[src/rtl/picobello_offload_arbiter_if.sv]
// Handshake bundle between the router reduction ports, the arbiter and the offload unit.
// slave is the arbiter's view; master is the view of the surrounding requesters and unit.
interface picobello_offload_arbiter_if #(
    parameter int unsigned NumReq    = 2,
    parameter int unsigned DataWidth = 64,
    parameter int unsigned OpWidth   = 4
);
    logic [NumReq-1:0]             req_valid_i;
    logic [NumReq-1:0]             req_ready_o;
    logic [NumReq*2*DataWidth-1:0] req_operands_i;
    logic [NumReq*OpWidth-1:0]     req_op_i;
    logic [NumReq-1:0]             rsp_valid_o;
    logic [NumReq-1:0]             rsp_ready_i;
    logic [DataWidth-1:0]          rsp_result_o;
    logic                          offload_req_valid_o;
    logic                          offload_req_ready_i;
    logic [2*DataWidth-1:0]        offload_req_operands_o;
    logic [OpWidth-1:0]            offload_req_operation_o;
    logic                          offload_rsp_valid_i;
    logic                          offload_rsp_ready_o;
    logic [DataWidth-1:0]          offload_rsp_result_i;

    modport slave (
        input  req_valid_i, req_operands_i, req_op_i, rsp_ready_i,
               offload_req_ready_i, offload_rsp_valid_i, offload_rsp_result_i,
        output req_ready_o, rsp_valid_o, rsp_result_o,
               offload_req_valid_o, offload_req_operands_o, offload_req_operation_o,
               offload_rsp_ready_o
    );

    modport master (
        output req_valid_i, req_operands_i, req_op_i, rsp_ready_i,
               offload_req_ready_i, offload_rsp_valid_i, offload_rsp_result_i,
        input  req_ready_o, rsp_valid_o, rsp_result_o,
               offload_req_valid_o, offload_req_operands_o, offload_req_operation_o,
               offload_rsp_ready_o
    );
endinterface

[src/rtl/picobello_offload_arbiter.sv]
// Round-robin sharing of one in-order offload reduction unit; an ID FIFO routes results back.
// Optional perf counters are built when PICOBELLO_OFFLOAD_ARB_PERF_EN is defined.
module picobello_offload_arbiter #(
    parameter int unsigned NumReq         = 2,
    parameter int unsigned MaxOutstanding = 4,
    parameter int unsigned DataWidth      = 64,
    parameter int unsigned OpWidth        = 4
) (
    input  logic        clk_i,
    input  logic        rst_i,
    picobello_offload_arbiter_if.slave bus,
    output logic        busy_o,
    output logic        err_o,
    output logic [31:0] perf_ops_o,
    output logic [31:0] perf_stall_o
);
    localparam int unsigned IdxW = (NumReq > 1) ? $clog2(NumReq) : 1;
    localparam int unsigned PtrW = $clog2(MaxOutstanding);
    localparam int unsigned CntW = PtrW + 1;

    typedef enum logic {UNLOCKED, LOCKED} lock_state_e;

    lock_state_e     state_reg, state_next;
    logic [IdxW-1:0] lock_idx_reg, lock_idx_next;
    logic [IdxW-1:0] rr_ptr_reg;
    logic            err_reg;
    logic [PtrW-1:0] wr_ptr_reg, rd_ptr_reg;
    logic [CntW-1:0] count_reg;
    // Asynchronous read keeps the response path at zero latency (small distributed RAM).
    logic [IdxW-1:0] id_mem [MaxOutstanding];

    logic [2*DataWidth-1:0] operands_arr [NumReq];
    logic [OpWidth-1:0]     op_arr [NumReq];

    logic            any_valid, full, empty, lock_drop;
    logic            req_fire_valid, req_hs, rsp_hs, spurious;
    logic [IdxW-1:0] winner, head;

    assign any_valid = |bus.req_valid_i;
    assign full      = (count_reg == CntW'(MaxOutstanding));
    assign empty     = (count_reg == '0);
    assign head      = id_mem[rd_ptr_reg];
    // A locked requester that withdraws is flagged and never forwarded to the unit.
    assign lock_drop = (state_reg == LOCKED) && !bus.req_valid_i[lock_idx_reg];

    always_comb begin
        int  cand;
        logic found;
        cand   = 0;
        found  = 1'b0;
        winner = '0;
        if (state_reg == LOCKED) begin
            winner = lock_idx_reg;
        end else begin
            for (int k = 0; k < int'(NumReq); k++) begin
                cand = (int'(rr_ptr_reg) + k) % int'(NumReq);
                if (!found && bus.req_valid_i[cand]) begin
                    winner = IdxW'(cand);
                    found  = 1'b1;
                end
            end
        end
    end

    assign req_fire_valid = any_valid && !full && !lock_drop && !rst_i;
    assign req_hs         = req_fire_valid && bus.offload_req_ready_i;
    assign spurious       = bus.offload_rsp_valid_i && empty;

    assign bus.offload_req_valid_o     = req_fire_valid;
    assign bus.offload_req_operands_o  = operands_arr[winner];
    assign bus.offload_req_operation_o = op_arr[winner];
    assign bus.offload_rsp_ready_o     = !empty && !rst_i && bus.rsp_ready_i[head];
    assign bus.rsp_result_o            = bus.offload_rsp_result_i;
    assign rsp_hs = bus.offload_rsp_valid_i && bus.offload_rsp_ready_o;

    generate
        for (genvar gi = 0; gi < int'(NumReq); gi++) begin : g_req
            assign operands_arr[gi] = bus.req_operands_i[gi*2*DataWidth +: 2*DataWidth];
            assign op_arr[gi]       = bus.req_op_i[gi*OpWidth +: OpWidth];
            assign bus.req_ready_o[gi] = (winner == IdxW'(gi)) && bus.offload_req_ready_i
                                         && !full && !rst_i;
            assign bus.rsp_valid_o[gi] = (head == IdxW'(gi)) && bus.offload_rsp_valid_i
                                         && !empty && !rst_i;
        end
    endgenerate

    always_comb begin
        state_next    = state_reg;
        lock_idx_next = lock_idx_reg;
        case (state_reg)
            UNLOCKED: begin
                if (req_fire_valid && !bus.offload_req_ready_i) begin
                    state_next    = LOCKED;
                    lock_idx_next = winner;
                end
            end
            LOCKED: begin
                if (lock_drop || req_hs) state_next = UNLOCKED;
            end
            default: state_next = UNLOCKED;
        endcase
    end

    always_ff @(posedge clk_i or posedge rst_i) begin
        if (rst_i) begin
            state_reg    <= UNLOCKED;
            lock_idx_reg <= '0;
            rr_ptr_reg   <= '0;
            err_reg      <= 1'b0;
            wr_ptr_reg   <= '0;
            rd_ptr_reg   <= '0;
            count_reg    <= '0;
        end else begin
            state_reg    <= state_next;
            lock_idx_reg <= lock_idx_next;
            if (req_hs) begin
                rr_ptr_reg <= (winner == IdxW'(NumReq - 1)) ? '0 : winner + 1'b1;
                wr_ptr_reg <= wr_ptr_reg + 1'b1;
            end
            if (rsp_hs) rd_ptr_reg <= rd_ptr_reg + 1'b1;
            if (req_hs && !rsp_hs) count_reg <= count_reg + 1'b1;
            else if (!req_hs && rsp_hs) count_reg <= count_reg - 1'b1;
            if (lock_drop || spurious) err_reg <= 1'b1;
        end
    end

    always_ff @(posedge clk_i) begin
        if (req_hs) id_mem[wr_ptr_reg] <= winner;
    end

    assign busy_o = !empty;
    assign err_o  = err_reg;

`ifdef PICOBELLO_OFFLOAD_ARB_PERF_EN
    logic [31:0] perf_ops_reg, perf_stall_reg;
    always_ff @(posedge clk_i or posedge rst_i) begin
        if (rst_i) begin
            perf_ops_reg   <= '0;
            perf_stall_reg <= '0;
        end else begin
            if (req_hs && perf_ops_reg != '1) perf_ops_reg <= perf_ops_reg + 1'b1;
            if (any_valid && !req_hs && perf_stall_reg != '1)
                perf_stall_reg <= perf_stall_reg + 1'b1;
        end
    end
    assign perf_ops_o   = perf_ops_reg;
    assign perf_stall_o = perf_stall_reg;
`else
    assign perf_ops_o   = '0;
    assign perf_stall_o = '0;
`endif
endmodule

[src/flat_wrapper.sv]
// flat-port wrapper written by rule: the top's interface ports become plain ports
module picobello_offload_arbiter_flat 
#(
    parameter int unsigned NumReq         = 2,
    parameter int unsigned MaxOutstanding = 4,
    parameter int unsigned DataWidth      = 64,
    parameter int unsigned OpWidth        = 4
)
  (clk_i, rst_i, busy_o, err_o, perf_ops_o, perf_stall_o, bus_req_valid_i, bus_req_operands_i, bus_req_op_i, bus_rsp_ready_i, bus_offload_req_ready_i, bus_offload_rsp_valid_i, bus_offload_rsp_result_i, bus_req_ready_o, bus_rsp_valid_o, bus_rsp_result_o, bus_offload_req_valid_o, bus_offload_req_operands_o, bus_offload_req_operation_o, bus_offload_rsp_ready_o);
  picobello_offload_arbiter_if #(.NumReq(NumReq), .DataWidth(DataWidth), .OpWidth(OpWidth)) bus_i ();
  input  logic clk_i;
  input  logic rst_i;
  output logic busy_o;
  output logic err_o;
  output logic [31:0] perf_ops_o;
  output logic [31:0] perf_stall_o;
  input wire logic [$bits(bus_i.req_valid_i)-1:0] bus_req_valid_i;
  input wire logic [$bits(bus_i.req_operands_i)-1:0] bus_req_operands_i;
  input wire logic [$bits(bus_i.req_op_i)-1:0] bus_req_op_i;
  input wire logic [$bits(bus_i.rsp_ready_i)-1:0] bus_rsp_ready_i;
  input wire logic [$bits(bus_i.offload_req_ready_i)-1:0] bus_offload_req_ready_i;
  input wire logic [$bits(bus_i.offload_rsp_valid_i)-1:0] bus_offload_rsp_valid_i;
  input wire logic [$bits(bus_i.offload_rsp_result_i)-1:0] bus_offload_rsp_result_i;
  output wire logic [$bits(bus_i.req_ready_o)-1:0] bus_req_ready_o;
  output wire logic [$bits(bus_i.rsp_valid_o)-1:0] bus_rsp_valid_o;
  output wire logic [$bits(bus_i.rsp_result_o)-1:0] bus_rsp_result_o;
  output wire logic [$bits(bus_i.offload_req_valid_o)-1:0] bus_offload_req_valid_o;
  output wire logic [$bits(bus_i.offload_req_operands_o)-1:0] bus_offload_req_operands_o;
  output wire logic [$bits(bus_i.offload_req_operation_o)-1:0] bus_offload_req_operation_o;
  output wire logic [$bits(bus_i.offload_rsp_ready_o)-1:0] bus_offload_rsp_ready_o;
  assign bus_i.req_valid_i = bus_req_valid_i;
  assign bus_i.req_operands_i = bus_req_operands_i;
  assign bus_i.req_op_i = bus_req_op_i;
  assign bus_i.rsp_ready_i = bus_rsp_ready_i;
  assign bus_i.offload_req_ready_i = bus_offload_req_ready_i;
  assign bus_i.offload_rsp_valid_i = bus_offload_rsp_valid_i;
  assign bus_i.offload_rsp_result_i = bus_offload_rsp_result_i;
  assign bus_req_ready_o = bus_i.req_ready_o;
  assign bus_rsp_valid_o = bus_i.rsp_valid_o;
  assign bus_rsp_result_o = bus_i.rsp_result_o;
  assign bus_offload_req_valid_o = bus_i.offload_req_valid_o;
  assign bus_offload_req_operands_o = bus_i.offload_req_operands_o;
  assign bus_offload_req_operation_o = bus_i.offload_req_operation_o;
  assign bus_offload_rsp_ready_o = bus_i.offload_rsp_ready_o;
  picobello_offload_arbiter #(.NumReq(NumReq), .MaxOutstanding(MaxOutstanding), .DataWidth(DataWidth), .OpWidth(OpWidth)) u_core (.clk_i(clk_i), .rst_i(rst_i), .bus(bus_i), .busy_o(busy_o), .err_o(err_o), .perf_ops_o(perf_ops_o), .perf_stall_o(perf_stall_o));
endmodule
[config.mk]
export PLATFORM = sky130hd
export DESIGN_NAME = picobello_offload_arbiter_flat
export DESIGN_NICKNAME = d
export VERILOG_FILES = /design/src/rtl/picobello_offload_arbiter_if.sv /design/src/rtl/picobello_offload_arbiter.sv /design/src/flat_wrapper.sv
export SDC_FILE = /design/constraint.sdc
export NUM_CORES = 1
export LEC_CHECK = 0
export CAP_MARGIN = 20
export CORE_AREA = 2 2 237 239
export CTS_BUF_LIST = sky130_fd_sc_hd__clkbuf_4
export CTS_CLUSTER_DIAMETER = 50
export CTS_CLUSTER_SIZE = 14
export DETAILED_ROUTE_END_ITERATION = 7
export DIE_AREA = 0 0 239 241
export SYNTH_ARGS = -nofsm -noshare
export SYNTH_HDL_FRONTEND = slang
export SYNTH_SLANG_ARGS = --single-unit
[constraint.sdc]
create_clock -name clk_i -period 4.9 [get_ports clk_i]
set_input_delay 0.735 -clock clk_i [delete_from_list [all_inputs] [get_ports clk_i]]
set_output_delay 0.735 -clock clk_i [all_outputs]
set_load 0.01 [all_outputs]
==> flow_summary_export.csv <==
group,metric,value,unit
synthesis,post-synth-top-count-cell,"buf_4",
worst_setup_path,crit_fanout,93,
synthesis,synth_cell_types,31,
global_routing,grt_max_degree,94,
detailed_routing,drc_errors,0,
synthesis,syn_avg_cell_area,10.0,µm²
run,cap_violations,0,
worst_setup_path,cp.arrival,3.12,ns
clock_network,clk_pin_slew_worst_paths,0.08,ns
timing,relSlewSlack,62.0,%
final_layout,final-seq-area,395,µm²
placement,place.gp.congestion,0.854,
synthesis,syn-cell-area,3550,µm²
final_layout,multiInputGateArea,2290,µm²
detailed_routing,wl_per_cell,20.9,µm
synthesis,yosysWarnings,0,
status,outcome,"completed",
synthesis,synth_seq_cells,15,
clock_network,cts_tree,"yes",
clock_network,clkSinkCount,15,
power_and_ir_drop,p_per_area,355,nW/µm²
power_and_ir_drop,ir_drop,0.000447,V
global_routing,first_global_vias,3980,
synthesis,synth_ff_type,"dfrtp_1",
clock_network,cts_root_buffer,"clkbuf_4",
worst_setup_path,critPathLaunch,"bus_req_valid_i[1]",
floorplan,start_util,6.47,%
detailed_routing,drt_iter0_drc,49,
placement,place_hpwl,27.0,mm
synthesis,synth_edf_count,4,
synthesis,synth_mux_area_share,48.6,%
worst_setup_path,crit_end,"bus_offload_req_operands_o[35]",
synthesis,synthAdderAreaFrac,2.33,%
power_and_ir_drop,p_leak,2.89,nW
floorplan,die_x,239,µm
clock_network,post_cts_resized,0,
worst_setup_path,cp.required,4.16,ns
timing,tightestPinTransition,0.570,ns
final_layout,area_growth,119,%
global_routing,grt_usage,9.40,%
timing,fin_crit_sh,78.7,%
synthesis,synth_top_family_by_area,"multiplexers",
worst_setup_path,rr_worst_depth,9,
global_routing,grt_pass1_wl,35.8,mm
detailed_routing,ant_nets,0,
detailed_routing,via_per_inst,2.79,
floorplan,dieArea,57600,µm²
detailed_routing,drt_wl_total,29.2,mm
clock_network,cts_setup_buffers,0,
synthesis,synth_compound_area_share,1.87,%
clock_network,cts_buffers,3,
global_routing,grt-ovfl-total,0,
placement,portBuffers,411,
final_layout,nNetsFinal,1034,
timing,slew_violations,0,
synthesis,synth-async-reset-ratio,73.3,%
synthesis,synthSimpleGateAreaFrac,3.38,%
worst_setup_path,r2r_start,"u_core.count_reg[0]",
timing,period_minus_slack,3.85,ns
global_routing,antenna_found_initial,29,
timing,rsz0062_at_grt,"false",
floorplan,die_y,241,µm
synthesis,synth-xor-area-share,1.23,%
timing,fin_skew,0.00433,ns
final_layout,largest_reg_flops,4,
clock_network,holdBufCountCts,0,
worst_setup_path,startpoint_type,"input pin",
final_layout,post-route-util,14.2,%
timing,setup_ws,1.05,ns
synthesis,synth_area_leader_cell,"mux2_2",
placement,pre_cts_slack,1.02,ns
placement,dpl_cell_area,7750,µm²
worst_setup_path,cp-end-kind,"primary output",
worst_setup_path,worstSetupPathType,"in2out",
synthesis,synth_top_area_share,30.8,%
final_layout,design_area,7790,µm²
detailed_routing,dr.pass1.iters,4,
clock_network,clockBufferDepth,2,
timing,setup_violations,0,
synthesis,synth_area_leaders,"mux2_2, buf_4, mux2_4",
clock_network,h-tree-depth,1,
floorplan,core_area,54900,µm²
timing,fin_tns_setup,0,ns
synthesis,synth_cells,355,
worst_hold_path,min_path_type,"reg2reg",
final_layout,drive_gt1_share,20.7,%
final_layout,n_fill_cell,6220,
timing,clock.fmax,259,MHz
worst_setup_path,r2r_end,"u_core.count_reg[2]",
timing,timing.final.hold_violations,0,
worst_setup_path,rrSetupSlack,2.36,ns
floorplan,core.rowCount,86,
clock_network,clock_latency,0.27,ns
synthesis,yosys-top-cells-count,"buf_4, mux2_2, mux2_4",
synthesis,synth-seq-area-share,11.1,%
floorplan,ioPinCount,604,
detailed_routing,num_vias,3899,
-- metrics by stage --
| stage | hold slack, ns | total power [mW] | cells |
|---|---|---|---|
| finish | 0.499 | 2.77 | 1398 |
| floorplan | 0.483 | 1.61 | 418 |
| CTS | 0.514 | 2.81 | 1395 |
| global placement | 0.464 | 2.70 | 1391 |
| detailed placement | 0.490 | 2.71 | 1391 |
| global route | 0.534 | 2.94 | 1395 |
-- worst max-delay path, stage by stage --
cell             delay, ns
clkdlybuf4s50_1       0.61
o21ai_2               0.12
o21ai_4               0.21
buf_12                0.35
mux2_2                0.42
clkdlybuf4s50_1       0.49
-- per-layer routing --
| layer | GRT usage [%] | up-vias | wire length, µm |
|---|---|---|---|
| met5 | 0 | - | 13 |
| met4 | 0.587 | 2 | 389 |
| met3 | 2.50 | 64 | 2570 |
| met2 | 18.5 | 383 | 15300 |
| met1 | 10.5 | 1755 | 11000 |
| li1 | - | 1695 | - |
-- layout by cell type, fill, tap and decap left out --
| cell type | synthesis | routed |
|---|---|---|
| and2_1 | 5 | 5 |
| o31ai_1 | 1 | 1 |
| nor2_1 | 6 | 6 |
| o21ai_2 | 1 | 1 |
| inv_1 | 8 | 8 |
| and3_1 | 1 | 1 |
| a211oi_2 | 1 | 1 |
| nor2b_1 | 2 | 2 |
| mux2_1 | 1 | 1 |
| mux2i_1 | 8 | 8 |
| nor3b_1 | 1 | 1 |
| mux2_4 | 36 | 36 |
| conb_1 | 1 | 64 |
| o211ai_1 | 1 | 1 |
| a21oi_1 | 3 | 3 |
| xnor2_1 | 2 | 2 |
| nand2_1 | 5 | 5 |
| diode_2 | 0 | 3 |
| o21ai_4 | 0 | 1 |
| nand3_1 | 1 | 1 |
| buf_12 | 0 | 2 |
| nor3_1 | 2 | 2 |
| or2_2 | 1 | 1 |
| clkdlybuf4s50_1 | 0 | 411 |
| fa_1 | 1 | 1 |
| o21ai_0 | 2 | 2 |
| ha_1 | 5 | 5 |
| xor2_1 | 3 | 3 |
| clkbuf_4 | 0 | 4 |
| mux2_2 | 97 | 97 |
| edfxtp_1 | 4 | 4 |
| dfrtp_1 | 11 | 11 |
-- cell families (layout without fill, tap and decap cells) --
| kind of cell | count (synthesis) | count (layout) |
|---|---|---|
| AO/OA/AOI/OAI | 10 | 10 |
| buffers and inverters | 152 | 425 |
| flip-flops | 15 | 15 |
| other | 1 | 67 |
| XOR/XNOR | 5 | 5 |
| adder cells (fa/ha/maj) | 6 | 6 |
| AND/OR/NAND/NOR | 24 | 24 |
| multiplexers | 142 | 142 |
-- cell type report --
type,count,area share [%]
antenna,3,0.0964
clock buffer,4,0.386
inverter,8,0.386
multi-input combinational,251,29.4
sequential,15,5.08
tap,704,11.3
timing repair buffer,413,53.4
-- how the worst min path moves through the flow --
stage	to	slack, ns	from	cells after the start
2_1_floorplan	u_core.rd_ptr_reg[0]	0.48	u_core.rd_ptr_reg[0]	1
3_3_place_gp	u_core.err_o	0.46	u_core.err_o	2
3_5_place_dp	u_core.err_o	0.49	u_core.err_o	2
4_1_cts	u_core.err_o	0.51	u_core.err_o	2
5_1_grt	u_core.err_o	0.53	u_core.err_o	2
6_report	u_core.err_o	0.50	u_core.err_o	2
-- where the power goes --
group	switching [mW]	internal (mW)	leakage [nW]
clock	0.0377	0.0370	0.0184
sequential	0.0521	0.180	0.163
combinational	0.976	1.48	2.71
No activity file was read; power rests on OpenSTA's default activity.
